`config.mk`:
```
export PLATFORM = sky130hd
export DESIGN_NAME = mult_booth_seq
export DESIGN_NICKNAME = d
export VERILOG_FILES = /design/src/rtl/mult_booth_seq.sv
export SDC_FILE = /design/constraint.sdc
export NUM_CORES = 1
export LEC_CHECK = 0
export CORE_UTILIZATION = 30
export DETAILED_ROUTE_END_ITERATION = 10
export PLACE_DENSITY = 0.48
export REMOVE_ABC_BUFFERS = 1
export SLEW_MARGIN = 15
export SYNTH_ARGS = -nofsm -noshare
export SYNTH_HDL_FRONTEND = slang
export SYNTH_SLANG_ARGS = --single-unit
```
`constraint.sdc`:
```
create_clock -name clock -period 4.6 [get_ports clock]
set_input_delay 1.15 -clock clock [delete_from_list [all_inputs] [get_ports clock]]
set_output_delay 1.15 -clock clock [all_outputs]
set_load 0.01 [all_outputs]
```
`src/rtl/mult_booth_seq.sv`:
```
// Sequential radix-2 Booth multiplier.
// One Booth step per clock. The result is the low WIDTH bits of the signed
// product, with a flag for when that truncation loses significance.
module mult_booth_seq #(
   parameter int WIDTH = 32
) (
   input  logic             clock,
   input  logic             reset,
   input  logic             ctrl_MULT,
   input  logic [WIDTH-1:0] data_operandA,
   input  logic [WIDTH-1:0] data_operandB,
   output logic [WIDTH-1:0] data_result,
   output logic             data_exception,
   output logic             data_resultRDY,
   output logic             busy
);

   localparam int CW = $clog2(WIDTH + 1);

   typedef enum logic [1:0] {IDLE, RUN, DONE} state_t;

   state_t state, state_next;

   // The upper half carries one extra sign bit, so that negating the most
   // negative multiplicand is exact.
   logic [WIDTH:0]     mcand;
   logic [WIDTH:0]     upper;
   logic [WIDTH-1:0]   lower;
   logic               extra;
   logic [CW-1:0]      count;

   logic [WIDTH:0]     sum;
   logic [WIDTH:0]     upper_sh;
   logic [WIDTH-1:0]   lower_sh;
   logic [2*WIDTH-1:0] product;
   logic [WIDTH:0]     hi_bits;
   logic               last_step;
   logic               ovf;

   assign last_step = (count == CW'(WIDTH - 1));

   // One Booth step: add/subtract on the upper half, then arithmetic shift right of {upper, lower, extra}
   always_comb begin
      sum = upper;
      case ({lower[0], extra})
         2'b10:   sum = upper - mcand;
         2'b01:   sum = upper + mcand;
         default: sum = upper;
      endcase
      upper_sh = {sum[WIDTH], sum[WIDTH:1]};
      lower_sh = {sum[0], lower[WIDTH-1:1]};
   end

   // Product as it stands after the current step; it is only used after the last step
   assign product = {upper_sh[WIDTH-1:0], lower_sh};
   assign hi_bits = product[2*WIDTH-1:WIDTH-1];
   assign ovf     = !((&hi_bits) || (~|hi_bits));

   // State register
   always_ff @(posedge clock or negedge reset) begin
      if (!reset) state <= IDLE;
      else        state <= state_next;
   end

   // Next state. A start pulse restarts the multiply from any state.
   always_comb begin
      state_next = state;
      case (state)
         IDLE: if (ctrl_MULT) state_next = RUN;
         RUN: begin
            if (ctrl_MULT)      state_next = RUN;
            else if (last_step) state_next = DONE;
         end
         DONE: state_next = ctrl_MULT ? RUN : IDLE;
         default: state_next = IDLE;
      endcase
   end

   // Datapath: capture operands on start, step in RUN, register the result on the final step
   always_ff @(posedge clock or negedge reset) begin
      if (!reset) begin
         mcand          <= '0;
         upper          <= '0;
         lower          <= '0;
         extra          <= 1'b0;
         count          <= '0;
         data_result    <= '0;
         data_exception <= 1'b0;
      end else if (ctrl_MULT) begin
         mcand <= {data_operandA[WIDTH-1], data_operandA};
         upper <= '0;
         lower <= data_operandB;
         extra <= 1'b0;
         count <= '0;
      end else if (state == RUN) begin
         upper <= upper_sh;
         lower <= lower_sh;
         extra <= lower[0];
         count <= count + CW'(1);
         if (last_step) begin
            data_result    <= product[WIDTH-1:0];
            data_exception <= ovf;
         end
      end
   end

   assign data_resultRDY = (state == DONE);
   assign busy           = (state == RUN);

endmodule

```
* Word level (Yosys, flattened, before mapping)
Cells that the tools add are included.
** Word-level totals
- Flip-flop bits (word level) :: 139
** Operators by class
- Reduce and logical (&&, ||, !) cells :: 9
- Eq/ne operators :: 7
- Add/subtract/negate cells :: 3
- Bitwise operators :: 1
- Muxes and demuxes :: 14
** Operator list (number)
- 33-bit two-way mux :: 2
- 33-bit case mux with 2 select lines :: 1
- 32-bit two-way mux :: 2
- 33-bit adder :: 1
- 33-bit AND reduction :: 1
- 33-bit OR reduction :: 1
- 33-bit subtractor :: 1
- 6-bit two-way mux :: 2
- 6-bit by 1-bit adder with 6-bit output (second input constant) :: 1
- 6-bit by 5-bit equality test with 1-bit output (second input constant) :: 1
- 2-bit two-way mux :: 3
- 2-bit case mux with 3 select lines :: 1
- 2-bit by 1-bit equality test with 1-bit output (second input constant) :: 2
- 2-bit equality test (second input constant) :: 2
- 1-bit two-way mux :: 3
- 3-bit by 2-bit != test with 1-bit output (second input constant) :: 1
- 3-bit AND reduction :: 1
- 1-bit logical NOT :: 2
- 2-bit logical NOT :: 1
- 2-bit != test (second input constant) :: 1
- 2-bit AND reduction :: 1
- 2-bit nonzero test :: 1
- 1-bit logical OR :: 1
- 1-bit NOT :: 1

* Logic depth before layout (Yosys ltp)
Gate-level depths: netlist (run 1).
- Word-level depth :: 6
- Depth in mapped cells :: 22
- Gate-level depth less buffers :: 21

* Worst setup path after synthesis (run 1)
No wires, ideal clock.
- Path kind :: reg2reg
- From :: reg mcand[17]
- To :: reg data_exception
- Data required time :: 4.462 ns
- Arrival :: 4.852 ns
- Stages on the path, launching flop included :: 20
- Slack :: -0.391 ns
- Setup time :: 0.138 ns
- Cells stage by stage :: dfrtp_1 > or4_1 > or3_1 > nor3_1 > nor4b_1 > a21oi_1 > xor2_1 > ha_1 > clkbuf_1 > nand2_1 > o21bai_1 > nor2_1 > a41oi_1 > xor2_1 > o21ai_0 > or4b_1 > nor4b_2 > nand4b_1 > nor4b_2 > a311oi_1
** Between the ends
- Longest elaborated chain between the ends :: 6
- Elaborated cells between the ends (all ways) :: 8
- Those cells by class :: 2 x add/sub; 1 x mux; 5 x reduce/logical
** Ends and longest elaborated chain
- from (decl) :: RTL line 26 : logic [WIDTH:0] mcand;
- from (signal assigned) :: RTL line 90 : mcand <= {data_operandA[WIDTH-1], data_operandA};
- 33-bit adder or 33-bit subtractor (tied branches) :: RTL line 47, 46
- 33-bit case mux with 2 select lines (*) :: RTL line 45 : case ({lower[0], extra})
- 33-bit OR reduction :: RTL line 57 : assign ovf = !((&hi_bits) || (~|hi_bits));
- 1-bit logical NOT :: RTL line 57
- 1-bit logical OR (*) :: RTL line 57
- 1-bit logical NOT (*) :: RTL line 57
- to (signal assigned) :: RTL line 102 : data_exception <= ovf;
- to (decl) :: RTL line 13 : output logic data_exception,
Every way passes the cells marked *; elsewhere a longest branch is shown, timed or not.
A chain may end at the register's enable or synchronous reset.

* Final worst setup path (run 1)
- From :: reg mcand[1]
- To :: reg data_exception
The elaborated chain is that of the path after synthesis.

==> metrics.yaml, run 1 <==
status:
  status: "complete, but fails checks"
  failed_checks: "negative setup slack"
power:
  p_leak_uw: 0.00543
  vdd_drop_max_v: 0.000218
  comb_power_share: 0.492
  internal-power_uw: 3440
  p_sw_frac: 0.389
  pwr_density_cell_nw_per_um2: 454
  switchingPower_uw: 2190
  pwr-share-clk: 0.237
  pwr-share-seq: 0.271
clock_tree:
  clkLatencyLatePin_ns: 0.42
  cts_max_level: 4
  path_clk_slew_ns: 0.07
  holdBufCountCts: 0
  root_buffer: "clkbuf_16"
  cts_tree: "built"
  cts_sinks: 138
  clockBufferDepth: 2
  cts_buffers: 17
floorplanning:
  initial_core_util: 0.307
  rows: 62
  die_x_um: 174
  dieHeight_um: 174
  ios: 102
  dieArea_um2: 30300
  coreArea_um2: 28900
final_layout:
  drive_above_1_share: 0.270
  fill_cells: 2864
  diodes: 0
  final_common_cell: "buf_4"
  final_cell_mix: "buf_4 (190), dfrtp_1 (138), nand2_1 (100)"
  syn_to_final_growth_pct: 39.7
  fin_cells: 1632
  nNetsFinal: 1341
timing:
  tightest_slew_ns: 0.931
  relSlewSlack: 0.379
  hold_viol_final: 0
  rsz0062_at_grt: "true"
  fin_crit_ns: 5.07
  setup_slack_ns: -0.472
  skew_ns: 0.0158
  whs_ns: 0.487
  fmax_mhz: 197
  fin_crit_sh: 1.10
  setup_viol_count_final: 2
  finalMaxSlewViolations: 0
global_routing:
  grt_pass1_vias: 8473
  grt_pass1_wl_um: 46300
  grt_remaining_overflow: 0
  antenna_found_initial: 0
  grt_usage: 0.193
  grt_max_degree: 89
setup_path:
  crit_slowest_cell: "or4b_4"
  r2r-end: "data_exception$_DFFE_PN0P_"
  r2r_cells: 22
  worstSetupEndpointType: "flop"
  cp.arrival_ns: 5.36
  r2r_start: "mcand[1]$_DFFE_PN0P_"
  crit_fanout: 6
  worst_setup_path_start_kind: "flop"
  setup.worst_path.start: "mcand[1]$_DFFE_PN0P_"
  criticalPathCategory: "reg2reg"
  cp.required_ns: 4.89
  slowest_delay_ns: 0.47
  path_cells: "inv_2, ha_4, or3b_4, or3_4, nor3_4, buf_6, a21oi_2, xor2_1, ha_1, nand4_4, buf_4, nor3_1, a22oi_1, buf_4, and4_4, or3_4, nor2_1, or4b_4, nor4b_4, nand4b_1, nor4b_2, a311oi_1"
  r2r_setup_slack_ns: -0.47
  cp-endpoint: "data_exception$_DFFE_PN0P_"
logic_synthesis:
  yosys_warnings: 0
  synth_seq_area_share: 0.389
  syn_area_um2: 8880
  syn_inst: 974
  synth_top_cell_area_share: 0.389
  ys_ff_latch: 138
  syn_avg_cell_area_um2: 9.12
  synth_edf_count: 0
  synthTopCellsByArea: "dfrtp_1 (39%), mux2_2 (8.1%), ha_1 (5.4%)"
  synth_top_area_cell: "dfrtp_1"
  async_reset_ff_frac: 1.00
  synthDistinctLibCells: 69
  synth-main-ff-cell: "dfrtp_1"
route:
  drc: 0
  first_pass_iters: 5
  ant_nets: 0
  drt_iter0_markers: 381
  vias: 8154
  viasPerCell: 5.00
  wl_per_cell_um: 17.3
  wirelength_um: 28200
placement:
  hpwl_um: 20900
  io_buffers: 101
  gp_congestion: 0.924
  dp_cells: 1590
  dp_slack_ns: -0.556
flow_run:
  maxCapViolations: 0
worst_hold_path:
  hp-class: "reg2reg"
-- power by group through the flow --
| stage | logic [µW] | registers (µW) | clock network (µW) |
|---|---|---|---|
| after floorplan | 1380 | 1490 | 0 |
| after global placement | 2640 | 1540 | 0 |
| after detailed placement | 2640 | 1540 | 0 |
| after CTS | 2680 | 1520 | 1370 |
| after global routing | 3040 | 1540 | 1430 |
| final | 2770 | 1520 | 1340 |
-- worst max-delay path, delay by kind of cell, from the launching register on --
kind / cells / cell delay (ns)
AO/OA/AOI/OAI: 3 / 0.27
adder cells (fa/ha/maj): 2 / 0.50
XOR/XNOR: 1 / 0.15
AND/OR/NAND/NOR: 12 / 3.06
buffers and inverters: 4 / 0.57
flip-flops: 1 / 0.40
-- state kept, by name, indices dropped and copies added (netlist names) --
| name | count |
|---|---|
| data_result | 32 |
| lower | 32 |
| mcand | 32 |
| upper | 32 |
| count | 6 |
| state | 2 |
| data_exception | 1 |
| extra | 1 |
-- layer usage --
layer	vias to the layer above	global-route usage	share of wire
li1	4066	-	-
met1	3900	0.262	0.48
met2	163	0.311	0.46
met3	25	0.0431	0.050
met4	0	0.0409	0.011
met5	-	0	0
-- stage by stage --
| stage | util | power (µW) | setup TNS [ns] | instance area (µm²) |
|---|---|---|---|---|
| detailed placement | 0.400 | 4180 | -1.04 | 11600 |
| CTS | 0.422 | 5580 | -0.528 | 12200 |
| global route | 0.429 | 6010 | -1.61 | 12400 |
| global placement | 0.400 | 4180 | -0.870 | 11600 |
| floorplan | - | 2870 | -1.35 | 8680 |
| finish | 0.429 | 5630 | -0.600 | 12400 |
-- synthesized netlist by cell type, types with 5 or more instances --
cell / number
nand2b_1: 7
dfrtp_1: 138
buf_1: 9
nor4_1: 7
nand4_1: 14
mux2i_1: 40
a211oi_1: 19
xnor2_1: 13
ha_1: 38
nor2b_1: 6
nand2_1: 102
o211ai_1: 8
o21ai_0: 68
nor3_1: 29
clkbuf_1: 37
or3_1: 11
a31oi_1: 5
a21o_1: 7
buf_2: 5
xor2_1: 37
nor3b_1: 5
nor4b_1: 6
nor2_1: 98
a21oi_1: 77
o21bai_1: 5
inv_1: 21
or4_1: 5
nand3_1: 17
mux2_2: 64
-- final cells by class --
class,instances,area (µm²),share of cell area
multi-input cells,763,5360,0.432
flip-flops and latches,138,3450,0.278
repair buffers,293,2470,0.199
well taps,384,480,0.0387
clock buffers,18,429,0.0346
clock inverters,14,124,0.00999
inverters,22,82.6,0.00666
-- kinds of logic after synthesis --
family,count (synthesis),share of synthesized area
compound gates,237,0.165
xor+xnor,50,0.0493
fa+ha+maj,39,0.0558
buf+inv,73,0.0316
flops,138,0.389
mux,104,0.126
simple gates,333,0.183
-- repair_timing --
action / CTS / global route
endpoints found under the hold margin: 0 / 0
cloned: 0 / 0
buffers inserted: 3 / 7
pin swaps: 5 / 33
setup endpoints to repair: 5 / 10
gates resized for setup: 14 / 37
-- worst min-delay path by stage --
stage                               from                    to  slack [ns]  cells past startpoint
finish              state[1]$_DFFE_PN0P_  state[0]$_DFFE_PN0P_        0.49                      1
global route        state[1]$_DFFE_PN0P_  state[0]$_DFFE_PN0P_        0.52                      1
detailed placement  state[1]$_DFFE_PN0P_  state[0]$_DFFE_PN0P_        0.48                      1
global placement    state[1]$_DFFE_PN0P_  state[0]$_DFFE_PN0P_        0.48                      1
CTS                 state[1]$_DFFE_PN0P_  state[0]$_DFFE_PN0P_        0.49                      1
floorplan           state[1]$_DFFE_PN0P_  state[0]$_DFFE_PN0P_        0.45                      1
Note: power is estimated with default switching activity, not from simulation.
==> run 2, diff against run 1 <==
--- a/config.mk
+++ b/config.mk
@@ -6,6 +6,7 @@
 export NUM_CORES = 1
 export LEC_CHECK = 0
 export CORE_UTILIZATION = 30
+export CTS_CLUSTER_SIZE = 14
 export DETAILED_ROUTE_END_ITERATION = 10
 export PLACE_DENSITY = 0.48
 export REMOVE_ABC_BUFFERS = 1
==> results of run 2 <==
Final layout, timing and power as in run 1 (identical DEF).
